===== src/rtl/loader_pkg.sv =====
// Shared types and constants for the program loader: FSM state encoding,
// the word forced at address 0, and the byte-lane count of an instruction word.
package loader_pkg;

  typedef enum logic [2:0] {
    S_IDLE  = 3'd0,
    S_NOPW  = 3'd1,
    S_LOAD  = 3'd2,
    S_WRITE = 3'd3,
    S_HOLD  = 3'd4,
    S_RUN   = 3'd5,
    S_DONE  = 3'd6
  } loader_state_t;

  localparam logic [31:0] NOP_WORD       = 32'h0000_0000;
  localparam int          BYTES_PER_WORD = 4;

endpackage


===== src/rtl/program_loader_if.sv =====
// Instruction-word stream from the host into the program loader.
interface program_loader_if;

  // A word transfers on a clock edge where load_valid and load_ready are both
  // high; load_word/load_last must be stable while load_valid is high, and the
  // loader never makes load_ready depend on load_valid.
  logic        load_valid;
  logic [31:0] load_word;
  logic        load_last;
  logic        load_ready;

  modport master (output load_valid, load_word, load_last, input load_ready);
  modport slave  (input load_valid, load_word, load_last, output load_ready);

endinterface


===== src/rtl/be_byte_serializer.sv =====
// Emits one 32-bit word as four big-endian byte writes on consecutive cycles,
// starting at a base address; all outputs are registered.
module be_byte_serializer
  import loader_pkg::*;
#(
  parameter int ADDR_W = 8
) (
  input  logic              clock,
  input  logic              reset,
  input  logic              go,
  input  logic [31:0]       word,
  input  logic [ADDR_W-1:0] base,
  output logic              we,
  output logic [ADDR_W-1:0] addr,
  output logic [7:0]        wdata,
  output logic              busy,
  output logic              last_lane
);

  logic              we_q, we_d;
  logic [ADDR_W-1:0] addr_q, addr_d;
  logic [7:0]        wdata_q, wdata_d;
  logic [23:0]       rest_q, rest_d;
  logic [1:0]        idx_q, idx_d;

  always_comb begin
    we_d    = we_q;
    addr_d  = addr_q;
    wdata_d = wdata_q;
    rest_d  = rest_q;
    idx_d   = idx_q;
    if (go) begin
      we_d    = 1'b1;
      addr_d  = base;
      wdata_d = word[31:24];
      rest_d  = word[23:0];
      idx_d   = 2'd0;
    end else if (we_q) begin
      if (idx_q == 2'(BYTES_PER_WORD - 1)) begin
        we_d = 1'b0;
      end else begin
        addr_d  = addr_q + ADDR_W'(1);
        wdata_d = rest_q[23:16];
        rest_d  = {rest_q[15:0], 8'h00};
        idx_d   = idx_q + 2'd1;
      end
    end
  end

  always_ff @(posedge clock or posedge reset) begin
    if (reset) begin
      we_q    <= 1'b0;
      addr_q  <= '0;
      wdata_q <= '0;
      rest_q  <= '0;
      idx_q   <= '0;
    end else begin
      we_q    <= we_d;
      addr_q  <= addr_d;
      wdata_q <= wdata_d;
      rest_q  <= rest_d;
      idx_q   <= idx_d;
    end
  end

  assign we        = we_q;
  assign addr      = addr_q;
  assign wdata     = wdata_q;
  assign busy      = we_q;
  assign last_lane = (idx_q == 2'(BYTES_PER_WORD - 1));

endmodule


===== src/rtl/program_loader.sv =====
// Loads a program into the core's byte-wide instruction RAM (NOP at address 0),
// then sequences core reset release and a bounded run with halt support.
module program_loader
  import loader_pkg::*;
#(
  parameter int ADDR_W     = 8,
  parameter int CYC_W      = 16,
  parameter int MAX_CYCLES = 75,
  parameter int RESET_HOLD = 3
) (
  input  logic                 clock,
  input  logic                 reset,
  input  logic                 start,
  program_loader_if.slave      ld,
  input  logic                 halt_req,
  output logic                 ram_we,
  output logic [ADDR_W-1:0]    ram_addr,
  output logic [7:0]           ram_wdata,
  output logic                 core_reset,
  output logic                 core_mem_en,
  output logic [CYC_W-1:0]     cycle_count,
  output logic                 done,
  output logic                 overflow,
  output loader_state_t        dbg_state
);

  localparam int              PW       = ADDR_W + 2;
  localparam logic [PW-1:0]   RAM_LAST = PW'((1 << ADDR_W) - 1);
  localparam int              HW       = (RESET_HOLD > 1) ? $clog2(RESET_HOLD) : 1;

  loader_state_t     state_q, state_d;
  logic [ADDR_W:0]   wptr_q, wptr_d;
  logic              last_q, last_d;
  logic [HW-1:0]     hold_q, hold_d;
  logic [CYC_W-1:0]  count_q, count_d;
  logic              ovf_q, ovf_d;
  logic              core_reset_q, core_reset_d;
  logic              mem_en_q, mem_en_d;
  logic              done_q, done_d;

  logic              ser_go, ser_busy, ser_last_lane;
  logic [31:0]       ser_word;
  logic [ADDR_W-1:0] ser_base;
  logic [PW-1:0]     end_addr;
  logic              word_fits;

  // wptr is one bit wider than the RAM address so a completely full RAM is
  // representable; a word is accepted only if all four bytes fit below the top.
  assign end_addr  = PW'(wptr_q) + PW'(BYTES_PER_WORD - 1);
  assign word_fits = (end_addr <= RAM_LAST);

  always_comb begin
    state_d  = state_q;
    wptr_d   = wptr_q;
    last_d   = last_q;
    hold_d   = hold_q;
    count_d  = count_q;
    ovf_d    = ovf_q;
    ser_go   = 1'b0;
    ser_word = NOP_WORD;
    ser_base = '0;
    case (state_q)
      S_IDLE, S_DONE: begin
        if (start) begin
          state_d = S_NOPW;
          wptr_d  = '0;
          count_d = '0;
          ovf_d   = 1'b0;
          ser_go  = 1'b1;
        end
      end
      S_NOPW, S_WRITE: begin
        if (ser_busy && ser_last_lane) begin
          wptr_d = wptr_q + (ADDR_W + 1)'(BYTES_PER_WORD);
          if (state_q == S_WRITE && last_q) begin
            state_d = S_HOLD;
            hold_d  = '0;
          end else begin
            state_d = S_LOAD;
          end
        end
      end
      S_LOAD: begin
        if (ld.load_valid) begin
          if (word_fits) begin
            ser_go   = 1'b1;
            ser_word = ld.load_word;
            ser_base = wptr_q[ADDR_W-1:0];
            last_d   = ld.load_last;
            state_d  = S_WRITE;
          end else begin
            ovf_d   = 1'b1;
            state_d = S_HOLD;
            hold_d  = '0;
          end
        end
      end
      S_HOLD: begin
        if (hold_q == HW'(RESET_HOLD - 1)) state_d = S_RUN;
        else                               hold_d  = hold_q + HW'(1);
      end
      S_RUN: begin
        count_d = count_q + CYC_W'(1);
        if (count_d == CYC_W'(MAX_CYCLES) || halt_req) state_d = S_DONE;
      end
      default: state_d = S_IDLE;
    endcase
    // Registered outputs follow the state being entered, so they change on the
    // same edge as the transition.
    core_reset_d = (state_d != S_RUN);
    mem_en_d     = (state_d == S_HOLD) || (state_d == S_RUN) || (state_d == S_DONE);
    done_d       = (state_d == S_DONE);
  end

  always_ff @(posedge clock or posedge reset) begin
    if (reset) begin
      state_q      <= S_IDLE;
      wptr_q       <= '0;
      last_q       <= 1'b0;
      hold_q       <= '0;
      count_q      <= '0;
      ovf_q        <= 1'b0;
      core_reset_q <= 1'b1;
      mem_en_q     <= 1'b0;
      done_q       <= 1'b0;
    end else begin
      state_q      <= state_d;
      wptr_q       <= wptr_d;
      last_q       <= last_d;
      hold_q       <= hold_d;
      count_q      <= count_d;
      ovf_q        <= ovf_d;
      core_reset_q <= core_reset_d;
      mem_en_q     <= mem_en_d;
      done_q       <= done_d;
    end
  end

  be_byte_serializer #(.ADDR_W(ADDR_W)) u_ser (
    .clock     (clock),
    .reset     (reset),
    .go        (ser_go),
    .word      (ser_word),
    .base      (ser_base),
    .we        (ram_we),
    .addr      (ram_addr),
    .wdata     (ram_wdata),
    .busy      (ser_busy),
    .last_lane (ser_last_lane)
  );

  assign ld.load_ready = (state_q == S_LOAD);
  assign core_reset    = core_reset_q;
  assign core_mem_en   = mem_en_q;
  assign cycle_count   = count_q;
  assign done          = done_q;
  assign overflow      = ovf_q;
  assign dbg_state     = state_q;

endmodule


===== src/flat_wrapper.sv =====
// flat-port wrapper written by rule: the top's interface ports become plain ports
module program_loader_flat import loader_pkg::*;
#(
  parameter int ADDR_W     = 8,
  parameter int CYC_W      = 16,
  parameter int MAX_CYCLES = 75,
  parameter int RESET_HOLD = 3
)
  (clock, reset, start, halt_req, ram_we, ram_addr, ram_wdata, core_reset, core_mem_en, cycle_count, done, overflow, dbg_state, ld_load_valid, ld_load_word, ld_load_last, ld_load_ready);
  program_loader_if ld_i ();
  input  logic clock;
  input  logic reset;
  input  logic start;
  input  logic halt_req;
  output logic ram_we;
  output logic [ADDR_W-1:0] ram_addr;
  output logic [7:0] ram_wdata;
  output logic core_reset;
  output logic core_mem_en;
  output logic [CYC_W-1:0] cycle_count;
  output logic done;
  output logic overflow;
  output loader_state_t dbg_state;
  input wire logic [$bits(ld_i.load_valid)-1:0] ld_load_valid;
  input wire logic [$bits(ld_i.load_word)-1:0] ld_load_word;
  input wire logic [$bits(ld_i.load_last)-1:0] ld_load_last;
  output wire logic [$bits(ld_i.load_ready)-1:0] ld_load_ready;
  assign ld_i.load_valid = ld_load_valid;
  assign ld_i.load_word = ld_load_word;
  assign ld_i.load_last = ld_load_last;
  assign ld_load_ready = ld_i.load_ready;
  program_loader #(.ADDR_W(ADDR_W), .CYC_W(CYC_W), .MAX_CYCLES(MAX_CYCLES), .RESET_HOLD(RESET_HOLD)) u_core (.clock(clock), .reset(reset), .start(start), .ld(ld_i), .halt_req(halt_req), .ram_we(ram_we), .ram_addr(ram_addr), .ram_wdata(ram_wdata), .core_reset(core_reset), .core_mem_en(core_mem_en), .cycle_count(cycle_count), .done(done), .overflow(overflow), .dbg_state(dbg_state));
endmodule

===== config.mk =====
export PLATFORM = sky130hd
export DESIGN_NAME = program_loader_flat
export DESIGN_NICKNAME = d
export VERILOG_FILES = /design/src/rtl/loader_pkg.sv /design/src/rtl/program_loader_if.sv /design/src/rtl/be_byte_serializer.sv /design/src/rtl/program_loader.sv /design/src/flat_wrapper.sv
export SDC_FILE = /design/constraint.sdc
export NUM_CORES = 1
export LEC_CHECK = 0
export ABC_CLOCK_PERIOD_IN_PS = 3000
export CAP_MARGIN = 20
export CORE_UTILIZATION = 47
export DETAILED_ROUTE_END_ITERATION = 12
export GPL_TIMING_DRIVEN = 0
export PLACE_DENSITY = 0.77
export SLEW_MARGIN = 20
export SYNTH_ARGS = -nofsm -noshare
export SYNTH_HDL_FRONTEND = slang
export SYNTH_SLANG_ARGS = --single-unit

===== constraint.sdc =====
create_clock -name clock -period 3 [get_ports clock]
set_input_delay 0.9 -clock clock [delete_from_list [all_inputs] [get_ports clock]]
set_output_delay 0.9 -clock clock [all_outputs]
set_load 0.01 [all_outputs]

* Word level (Yosys, flattened, before mapping) *
Cells that the tools add are included.
Widths: inputs -> output; s select.

operators by class
  add/subtract/negate cells = 6
  $lt $le $gt $ge = 1
  eq/ne operators = 20
  mux-type cells = 48
  reduce and logical (&&, ||, !) cells = 19

operators by type and width
  operator               count
  $mux 32                3
  $mux 24                3
  $mux 8                 9
  $pmux 16 s2            1
  $mux 3                 7
  $eq 3x3->1 const B     6
  $mux 9                 2
  $pmux 9 s2             1
  $add 16x1->16 const B  1
  $eq 16x7->1 const B    1
  $mux 16                1
  $mux 2                 8
  $pmux 3 s5             1
  $add 9x2->10 const B   1
  $le 10x8->1 const B    1
  $add 9x3->9 const B    1
  $mux 1                 9
  $add 8x1->8 const B    1
  $ne 2x2->1 const B     4
  $reduce_bool 2->1      4
  $eq 3x2->1 const B     2
  $ne 2x1->1 const B     3
  $pmux 2 s3             1
  $reduce_and 3->1       2
  other kinds (13)       21

word-level totals
  flip-flop bits (word level) = 78
  bits of input ports = 38
  logic and storage cells = 108

* Depth between registers and ports, before layout *
  word-level depth = 8
  gate-level depth with buffers = 8
  depth with buffers taken out = 7

* Modules after synthesis *
From an unflattened synthesis, not the netlist that was laid out.

unflattened totals
  cell total of the unflattened synthesis = 478
  area, all modules = 4315.4 sq um

by module, submodules not included
  module              times used  cells each  area an instance (sq um)
  program_loader      1           279         2313.5
  be_byte_serializer  1           199         2001.9

* Worst setup path after synthesis *
OpenSTA, ideal clock, no wires.

  path kind = register to register
  from = register u_core.count_q[0] (netlist: u_core.cycle_count[0])
  to = register u_core.state_q[0] (netlist: u_core.dbg_state[0])
  setup time = 0.118 ns
  arrival time = 2.125 ns
  required time = 2.882 ns
  setup slack = 0.757 ns
  cell stages (with the launch flop) = 8
  path buffers = 0
  cell sequence = dfrtp_1 ha_1 nand3_1 nor4_4 and3_1 o221ai_1 or4_4 a21o_1

between the ends
  cells in the longest elaborated chain, start to end = 5

ends and longest elaborated chain
  what                         line                   text
  start: declaration           program_loader.sv:35   logic [CYC_W-1:0] count_q, count_d;
  start signal: assignment     program_loader.sv:131  count_q <= count_d;
  $add 16x1->16                program_loader.sv:103  count_d = count_q + CYC_W'(1);
  $eq 16x7->1                  program_loader.sv:104  if (count_d == CYC_W'(MAX_CYCLES) || halt_req) state_d = S_DONE;
  $logic_or 1x1->1             program_loader.sv:104
  $mux 3                       program_loader.sv:104
  $pmux 3 s5                   program_loader.sv:62   case (state_q)
  named net u_core.state_d[0]  program_loader.sv:31   loader_state_t state_q, state_d;
  end signal: assignment       program_loader.sv:127  state_q <= state_d;
  end: declaration             program_loader.sv:31

The timed path passes the listed nets, and every way through them passes these cells.
A chain may end at the register's enable or synchronous reset.

* Final worst setup path *
  from = input port start
  to = register u_core.u_ser.rest_q[16]

between the ends
  cells in the longest elaborated chain, start to end = 4
  elaborated cells on any way between the ends = 6
  classes of those cells = eq/ne: 1; mux: 3; reduce/logical: 2

ends and longest elaborated chain
  what                                                       line                      text
  start: declaration                                         flat_wrapper.sv:13        input logic start;
  $mux 1 *                                                   program_loader.sv:64      if (start) begin
  $pmux 1 s2 *                                               program_loader.sv:62
  $ne 2x1->1 (no line) or $reduce_bool 2->1 (tied branches)  n/a
  $reduce_and 2->1 (no line)                                 n/a
  end signal: assignment                                     be_byte_serializer.sv:61  rest_q <= rest_d;
  end: declaration                                           be_byte_serializer.sv:23  logic [23:0] rest_q, rest_d;

Mark *: on every way between the ends. The rest lies on a longest branch, timed or not.

==> summary.txt <==
Status
  • Status: finished, final reports clean

Detailed routing
  • Routed wire length per instance: 16.3 um
  • DRC Markers: 0
  • Post-Route WL: 9830 um
  • DRT antenna net count: 0
  • Starting DRC count in detailed routing: 239
  • Via count: 3425
  • DR pass1 iterations: 5
  • Vias/cell: 5.68

Cells and area
  • Flip-flop and latch area: 1900 um2
  • Fin nets: 540
  • Multi-input gate area: 1850 um2
  • P&R area growth vs syn: 30.5%
  • Total of fill cells in the finished design: 667
  • Antenna Cells: 0
  • Cell area after layout: 5060 um2
  • Share of layout cells above drive strength 1: 0.0679

STA
  • Fmax achieved: 0.350 GHz
  • Hold Fails Final Rpt: 0
  • Min Tclk post-route: 2.86 ns
  • Slew HR: 0.442
  • Final setup vio count: 0
  • Clk_skew: 0.00923 ns
  • Worst hold slack: 0.506 ns
  • Fin. max-slew vios: 0
  • RSZ-0062 raised after global routing: no
  • Final Cycle Share: 0.953
  • Worst Tran Pin Value: 0.834 ns

Worst setup path
  • CP Capture Point: u_core.u_ser.rest_q[16]
  • Worst r2r src: u_core.dbg_state[1]
  • FF-to-FF End: u_core.u_ser.rest_q[16]
  • Required time worst endpoint: 3.21 ns
  • Crit path kind: input port to flip-flop
  • Critical path arrival: 3.07 ns
  • R2r setup slk: 0.35 ns
  • Critical path startpoint category: input port
  • Crit path capture type: flip-flop
  • Critical path launch point: start
  • R2R depth: 7
  • Max FO, Critical Path: 10

GRT
  • Vias in the first global route: 3268
  • Largest net degree at the start of global routing: 60
  • First-pass GRT wire length: 16100 um
  • Total track usage: 0.243
  • Number of antenna violations at the first check in global routing: 0
  • Remaining Overflow, GRT: 0

Place
  • Placement Cell Area: 4820 um2
  • GPL Wtd Cong: 0.892
  • # port buffers: 78
  • Hpwl dp: 6980 um

Yosys
  • Yosys warning count: 0
  • Unique cell type count in the Yosys netlist: 49
  • Mapped Area: 3880 um2
  • Seq cells post-synth: 76
  • Synth top area share: 0.484
  • EDFF count, synth: 0
  • Top cells by count, synth: dfrtp_1, nand2_1, o21ai_0
  • Async S/R FF share, synth: 1.00
  • Biggest area consumer among synthesized cells: dfrtp_1
  • Most frequent cell after synthesis: dfrtp_1
  • Ranking of synthesized cells by area: dfrtp_1, o21ai_0, mux2i_1, nand2_1, nor2_1
  • Syn Area/Cell: 9.56 um2
  • Ys flop type: dfrtp_1
  • Synth Instances: 406
  • Sequential area share after synthesis: 0.490
  • Net Count, Synth: 450

Clock network
  • CTS root buf: clkbuf_8
  • Clock Latency Late Sink: 0.36 ns
  • Htree depth: 3
  • CTS Sinks: 76
  • CTS tree: built
  • Deepest clock path buffer count: 2
  • CTS buffer count: 9
  • Setup Buffers After CTS: 0
  • Clk slew on worst S/H paths: 0.08 ns

Power
  • Worst VDD drop: 454 uV
  • Leakage: 2.17 nW
  • Total Power: 4.11 mW
  • P per Cell Area: 812 nW/um2

Floorplan
  • Row count: 32
  • Die Wd: 92.9 um
  • Starting Density: 0.494
  • Core area: 7850 um2
  • IO Pins: 79
  • Die Area: 8620 um2
  • Die H: 92.9 um

Flow run
  • Max cap viols: 0

Worst hold path
  • Worst min path class: flip-flop to flip-flop
## power by group
| part | leakage (nW) | internal [mW] | switching, mW | total (mW) |
|---|---|---|---|---|
| Combinational | 1.02 | 0.754 | 0.932 | 1.69 |
| Clock | 0.120 | 0.554 | 0.395 | 0.949 |
| Sequential | 1.03 | 1.27 | 0.210 | 1.48 |
## worst max-delay path: stages
cell and delay, ns:
clkdlybuf4s50_1 0.51, nor4b_1 0.61, or2_2 0.22, buf_2 0.21, clkbuf_1 0.39, o21ai_0 0.22
## kinds of logic after synthesis
| kind of cell | Yosys count | synth area share |
|---|---|---|
| adder cells (fa/ha/maj) | 6 | 0.0193 |
| AO/OA/AOI/OAI | 103 | 0.153 |
| multiplexers | 30 | 0.0784 |
| AND/OR/NAND/NOR | 141 | 0.186 |
| buffers and inverters | 33 | 0.0339 |
| XOR/XNOR | 17 | 0.0384 |
| flip-flops | 76 | 0.490 |
## per-stage QoR
stage | util | std cells | setup WS, ns | TNS (ns)
finish | 0.645 | 603 | 0.142 | 0
global route | 0.645 | 603 | 0.0257 | 0
CTS | 0.645 | 603 | 0.150 | 0
detailed placement | 0.614 | 587 | -0.332 | -7.30
global placement | 0.610 | 586 | -1.12 | -89.97
floorplan | - | 406 | 0.163 | 0
## state kept, by name, summed over array words and instances (netlist names)
signal               flops
u_core.wptr_q            7
u_core.u_ser.wdata       8
u_core.dbg_state         3
u_core.u_ser.rest_q     24
u_core.overflow          1
u_core.u_ser.busy        1
u_core.core_reset        1
u_core.hold_q            2
u_core.last_q            1
u_core.u_ser.idx_q       2
u_core.core_mem_en       1
u_core.cycle_count      16
u_core.u_ser.addr        8
u_core.done              1
## worst min-delay path by stage
stage,start,endpoint,slack [ns],cells past startpoint
finish,u_core.u_ser.rest_q[1],u_core.u_ser.rest_q[1],0.51,1
global route,u_core.u_ser.rest_q[3],u_core.u_ser.rest_q[3],0.52,1
CTS,u_core.u_ser.rest_q[1],u_core.u_ser.rest_q[1],0.51,1
detailed placement,u_core.u_ser.rest_q[3],u_core.u_ser.rest_q[3],0.48,1
global placement,u_core.u_ser.rest_q[0],u_core.u_ser.rest_q[0],0.48,1
floorplan,u_core.u_ser.rest_q[0],u_core.u_ser.rest_q[0],0.47,1
## metal layers
| metal | up-vias | GRT usage | part of all wire |
|---|---|---|---|
| met3 | 14 | 0.0591 | 0.057 |
| met5 | - | 0 | 0 |
| met1 | 1702 | 0.324 | 0.43 |
| met4 | 0 | 0.0744 | 0.013 |
| li1 | 1612 | - | - |
| met2 | 97 | 0.392 | 0.50 |
## cell usage in the layout, fill, tap and decap left out, drive strengths merged, types with 4 or more instances in the layout
cell and n:
xnor2 8, and3 4, o21ai 60, buf 9
nand2b 5, ha 6, dfrtp 75, clkdlybuf4s50 78
nor2 23, o22ai 5, inv 7, nor2b 6
nand2 63, a22o 8, or3 4, nand4 7
a21oi 14, clkbuf 28, mux2i 27, nand3 11
xor2 9
## repair_timing
action,in CTS,in global routing
endpoints found under the setup margin,4,0
hold buffers,0,0
gates resized for setup,1,0
## final cells by class
cell class                      instances  area share
Sequential cell                        76       0.376
Multi-Input combinational cell        297       0.366
Timing Repair Buffer                   79       0.160
Clock buffer                           10      0.0252
Tap cell                              102      0.0252
Clock inverter                          6      0.0222
Buffer                                 26      0.0208
Inverter                                7     0.00568
(Power assumes the default switching activity.)
